**config.mk**
```make
export PLATFORM = sky130hd
export DESIGN_NAME = clock_monitor
export DESIGN_NICKNAME = d
export VERILOG_FILES = /design/src/rtl/clock_monitor_pkg.sv /design/src/rtl/clock_monitor_edge_sync.sv /design/src/rtl/clock_monitor.sv
export SDC_FILE = /design/constraint.sdc
export NUM_CORES = 1
export LEC_CHECK = 0
export ABC_AREA = 1
export CORE_MARGIN = 2
export CORE_UTILIZATION = 30
export DETAILED_ROUTE_END_ITERATION = 12
export PLACE_DENSITY = 0.52
export SYNTH_ARGS = -nofsm -noshare
export SYNTH_HDL_FRONTEND = slang
export SYNTH_SLANG_ARGS = --single-unit
```
**constraint.sdc**
```tcl
create_clock -name clk -period 2.3 [get_ports clk]
set_clock_uncertainty 0.2 [all_clocks]
set_input_delay 0.575 -clock clk [delete_from_list [all_inputs] [get_ports clk]]
set_output_delay 0.575 -clock clk [all_outputs]
set_load 0.02 [all_outputs]
```
**src/rtl/clock_monitor_pkg.sv**
```systemverilog
// rtl/clock_monitor_pkg.sv - shared state encoding and constants for clock_monitor
package clock_monitor_pkg;

  typedef enum logic [1:0] {
    IDLE   = 2'd0,
    MEAS   = 2'd1,
    LOCKED = 2'd2,
    LOST   = 2'd3
  } cm_state_t;

  localparam int ERR_W = 8;

endpackage

```
**src/rtl/clock_monitor_edge_sync.sv**
```systemverilog
// rtl/clock_monitor_edge_sync.sv - two-flop synchronizer with registered rise/fall edge pulses
module edge_sync (
  input  logic clk,
  input  logic rst_n,
  input  logic d,
  output logic rise,
  output logic fall
);

  logic sync1;
  logic sync2;
  logic prev;

  always_ff @(posedge clk or negedge rst_n) begin
    if (!rst_n) begin
      sync1 <= 1'b0;
      sync2 <= 1'b0;
      prev  <= 1'b0;
      rise  <= 1'b0;
      fall  <= 1'b0;
    end else begin
      sync1 <= d;
      sync2 <= sync1;
      prev  <= sync2;
      rise  <= sync2 & ~prev;
      fall  <= ~sync2 & prev;
    end
  end

endmodule

```
**src/rtl/clock_monitor.sv**
```systemverilog
// rtl/clock_monitor.sv - half-period monitor with lock/loss FSM; CLOCK_MONITOR_ERRCNT_EN enables err_count
module clock_monitor
  import clock_monitor_pkg::*;
#(
  parameter int EXP_HALF = 5000,
  parameter int TOL      = 16,
  parameter int LOCK_N   = 4,
  parameter int CNT_W    = 16
) (
  input  logic             clk,
  input  logic             rst_n,
  input  logic             clk_in,
  output logic             rise_pulse,
  output logic             fall_pulse,
  output logic [CNT_W-1:0] half_period,
  output logic             period_valid,
  output logic             locked,
  output logic             lost,
  output logic [ERR_W-1:0] err_count
);

  localparam int GOOD_W = $clog2(LOCK_N + 1);
  localparam logic [CNT_W-1:0]  LO_LIM    = CNT_W'(EXP_HALF - TOL);
  localparam logic [CNT_W-1:0]  HI_LIM    = CNT_W'(EXP_HALF + TOL);
  localparam logic [CNT_W-1:0]  TMO_CNT   = CNT_W'(EXP_HALF + TOL + 1);
  localparam logic [GOOD_W-1:0] GOOD_LOCK = GOOD_W'(LOCK_N);

  cm_state_t         state;
  cm_state_t         state_nxt;
  logic              rise;
  logic              fall;
  logic              edge_seen;
  logic              active;
  logic              measuring;
  logic              in_tol;
  logic              timeout;
  logic [CNT_W-1:0]  cnt;
  logic [GOOD_W-1:0] good;
  logic [GOOD_W-1:0] good_nxt;
  logic              locked_nxt;
  logic              lost_nxt;

  edge_sync u_edge_sync (
    .clk   (clk),
    .rst_n (rst_n),
    .d     (clk_in),
    .rise  (rise),
    .fall  (fall)
  );

  // Outputs below are registered once more so pulses, strobes and state land together.
  assign edge_seen = rise | fall;
  assign active    = (state == MEAS) || (state == LOCKED);
  assign measuring = edge_seen && active;
  assign in_tol    = (cnt >= LO_LIM) && (cnt <= HI_LIM);
  assign timeout   = !edge_seen && active && (cnt == TMO_CNT);

  always_ff @(posedge clk or negedge rst_n) begin
    if (!rst_n) state <= IDLE;
    else        state <= state_nxt;
  end

  // An edge coinciding with the timeout count is simply an out-of-tolerance measurement.
  always_comb begin
    state_nxt = state;
    good_nxt  = good;
    case (state)
      IDLE: begin
        if (edge_seen) state_nxt = MEAS;
      end
      MEAS: begin
        if (edge_seen) begin
          if (in_tol) begin
            good_nxt = good + GOOD_W'(1);
            if (good_nxt == GOOD_LOCK) state_nxt = LOCKED;
          end else begin
            good_nxt = '0;
          end
        end else if (timeout) begin
          state_nxt = LOST;
        end
      end
      LOCKED: begin
        if (edge_seen) begin
          if (!in_tol) begin
            state_nxt = MEAS;
            good_nxt  = '0;
          end
        end else if (timeout) begin
          state_nxt = LOST;
        end
      end
      LOST: begin
        if (edge_seen) begin
          state_nxt = MEAS;
          good_nxt  = '0;
        end
      end
      default: state_nxt = IDLE;
    endcase
  end

  always_comb begin
    locked_nxt = (state_nxt == LOCKED);
    lost_nxt   = (state_nxt == LOST);
  end

  always_ff @(posedge clk or negedge rst_n) begin
    if (!rst_n) begin
      rise_pulse   <= 1'b0;
      fall_pulse   <= 1'b0;
      period_valid <= 1'b0;
      half_period  <= '0;
      cnt          <= '0;
      good         <= '0;
      locked       <= 1'b0;
      lost         <= 1'b0;
    end else begin
      rise_pulse   <= rise;
      fall_pulse   <= fall;
      period_valid <= measuring;
      good         <= good_nxt;
      locked       <= locked_nxt;
      lost         <= lost_nxt;
      if (measuring) half_period <= cnt;
      if (edge_seen)   cnt <= CNT_W'(1);
      else if (active) cnt <= cnt + CNT_W'(1);
    end
  end

`ifdef CLOCK_MONITOR_ERRCNT_EN
  logic err_inc;

  assign err_inc = (state == LOCKED) && (edge_seen ? !in_tol : timeout);

  always_ff @(posedge clk or negedge rst_n) begin
    if (!rst_n)                              err_count <= '0;
    else if (err_inc && (err_count != '1))   err_count <= err_count + ERR_W'(1);
  end
`else
  assign err_count = '0;
`endif

endmodule

```
==> metrics.yaml <==
yosysSeqAreaShare_pct: 50.8
grt_first_pass_wirelength_um: 8070
finalNonFillerCells: 411
dp.cells: 403
start_kind: "flop"
hold_viol_final: 0
async_reset_ff_share_pct: 100
final.setup.worst_slack_ns: 0.251
yosysUniqueCellTypes: 29
final_util_pct: 36.6
clkSinkCount: 47
crit_path_max_fanout: 7
multi_input_area_sq_um: 971
place_ws_ns: 0.150
initial_core_util_pct: 30.5
rows: 32
placed_area_sq_um: 2680
antenna_found_initial: 0
clkPwrFrac_pct: 26.5
final_cell_area_sq_um: 2780
drc_errors: 0
gp_congestion: 0.801
yosysWarnings: 0
vias: 1807
drt_iter0_drc: 86
p_per_area_nw_per_um2: 714
hp-class: "input port to asynchronous set/reset pin"
nFillCells: 817
overflow: 0
coreArea_sq_um: 7610
setup_viol: 0
regArea_sq_um: 1180
tightest_slew_ns: 0.584
grt_max_degree: 48
drive_gt1_share_pct: 10.0
drt_wl_total_um: 4700
vias_per_cell: 4.40
syn2layout_area_growth_pct: 20.1
pin_count: 32
nets: 321
power_frac_comb_pct: 26.7
switchingPower_mw: 0.653
cts_made_buffers: 5
swShare_pct: 32.9
critPathCaptureType: "flop"
critPathKind: "flop to flop"
antenna_cells: 0
grt_usage_pct: 11.9
relSlewSlack_pct: 61.1
synth_edf_count: 0
die-width_um: 91.9
status: "complete, no violations"
fin_crit_sh_pct: 89.1
dp_hpwl_um: 3390
synth_top_area_share_pct: 50.8
clock_insertion_delay_worst_skew_ns: 0.30
vdd_ir_drop_max_v: 0.000275
drt-pass1-iter-count: 4
cp.required_ns: 2.29
rsz0062_at_grt: "false"
min_period_ns: 2.05
p_int_mw: 1.33
clk_path_buf_depth: 2
syn_area_sq_um: 2320
report.final.slew_viol_count: 0
maxCapViolCount: 0
avgSynthCellArea_sq_um: 8.43
io_buffers: 23
synthCells: 275
dieHeight_um: 91.9
seqPwrFrac_pct: 46.8
wire_per_inst_um: 11.4
synth_area_leader_cell: "dfrtp_1"
p_leak_nw: 1.32
ant_nets: 0
root_buffer: "clkbuf_8"
max_freq_mhz: 488
fin_setup_tns_ns: 0
dieArea_sq_um: 8440
cts_max_level: 2
synth_area_leaders: "dfrtp_1 51%, nand2_1 11%, ha_1 5.4%, inv_1 5.0%, o21ai_0 4.8%"
cp.arrival_ns: 2.04
ys_ff_latch: 47
path_clk_slew_ns: 0.08
grt_pass1_vias: 1737
cts_tree: "done"
yosys_most_used_dff: "dfrtp_1"
## cell families (layout without fill, tap and decap cells)
kind of cell	count (synthesis)	count (layout)	share of synthesized area (%)
AOI/OAI and AO/OA	40	40	9.02
xor gates and xnor gates	1	1	0.378
adders and majority gates	10	10	5.40
buffers and inverters	47	74	9.02
DFF	47	47	50.8
other	1	8	0.162
and+or+nand+nor	129	129	25.3
## cell type report
class,count,area share (%)
Clock buffer,7,3.10
Multi-Input combinational cell,188,34.9
Tap cell,102,4.59
Inverter,36,4.86
Clock inverter,1,0.315
Timing Repair Buffer,30,9.98
Sequential cell,47,42.3
## metrics by stage
stage / power [mW] / hold slack (ns)
detailed placement: 1.46 / 0.136
floorplan: 1.29 / 0.0794
finish: 1.99 / 0.153
CTS: 1.99 / 0.167
global route: 2.12 / 0.173
global placement: 1.46 / 0.135
## cells in the final DEF, fill, tap and decap left out, drive strengths merged
cell	instances
dfrtp	47
nand4	3
nand2	71
o211ai	1
nor2	32
nor4	1
nand3	12
or2	1
clkdlybuf4s50	22
clkinv	5
xnor2	1
buf	8
nor3	8
inv	32
conb	8
clkbuf	7
nand3b	1
o221ai	1
ha	10
o21ai	23
a31oi	2
a21oi	13
## critical path, cell delays in order, from the launching register on
cell     delay, ns
dfrtp_1       0.40
inv_1         0.13
ha_4          0.33
nand2_1       0.09
nor2_2        0.14
nand2_2       0.08
inv_2         0.08
nand3_4       0.08
nor2_4        0.12
nand3_2       0.08
o21ai_0       0.15
a21oi_1       0.05
## power by group through the flow
stage	registers (mW)	logic (mW)	clock network (mW)
floorplan	0.989	0.297	0
detailed placement	0.948	0.513	0
CTS	0.931	0.515	0.548
global placement	0.947	0.515	0
global route	0.941	0.607	0.577
finish	0.930	0.530	0.527
## worst paths after layout
check                                  startpoint                 to  slack [ns]  cells after the start
worst max-delay path                     state[1]            cnt[14]        0.25                     11
worst min-delay path                        rst_n     half_period[9]        0.15                      2
max in group asynchronous                   rst_n           state[1]        1.36                      2
min in group clk                u_edge_sync.sync1  u_edge_sync.sync2        0.16                      0
worst min register to register  u_edge_sync.sync1  u_edge_sync.sync2        0.16                      0
worst max register to register           state[1]            cnt[14]        0.25                     11
## per-layer routing
| metal | share of wire (%) | routed length [um] | global-route usage [%] |
|---|---|---|---|
| met1 | 50 | 2330 | 16.4 |
| met2 | 45 | 2100 | 18.6 |
| met3 | 4.8 | 226 | 3.53 |
| met4 | 0.85 | 40 | 2.61 |
| met5 | 0 | 0 | 0 |
## synth_stat cells (all sizes together), types with 2 or more instances
library cell,number
buf,10
nand3,12
nor2,32
clkinv,4
nor3,8
ha,10
a21oi,13
dfrtp,47
nand2,71
o21ai,23
nand4,3
inv,32
a31oi,2
## repair_timing
action                     CTS  global route
resized for setup            0             2
buffers inserted             0             0
setup endpoints to repair    0             2
hold buffers                 0             0
hold endpoints to repair     0             0
## state kept, by name, indices dropped and copies added, names as in the netlist, 2 cells and up
register,cells
cnt,16
good,3
half_period,16
state,2
No activity file was read; power rests on OpenSTA's default activity.
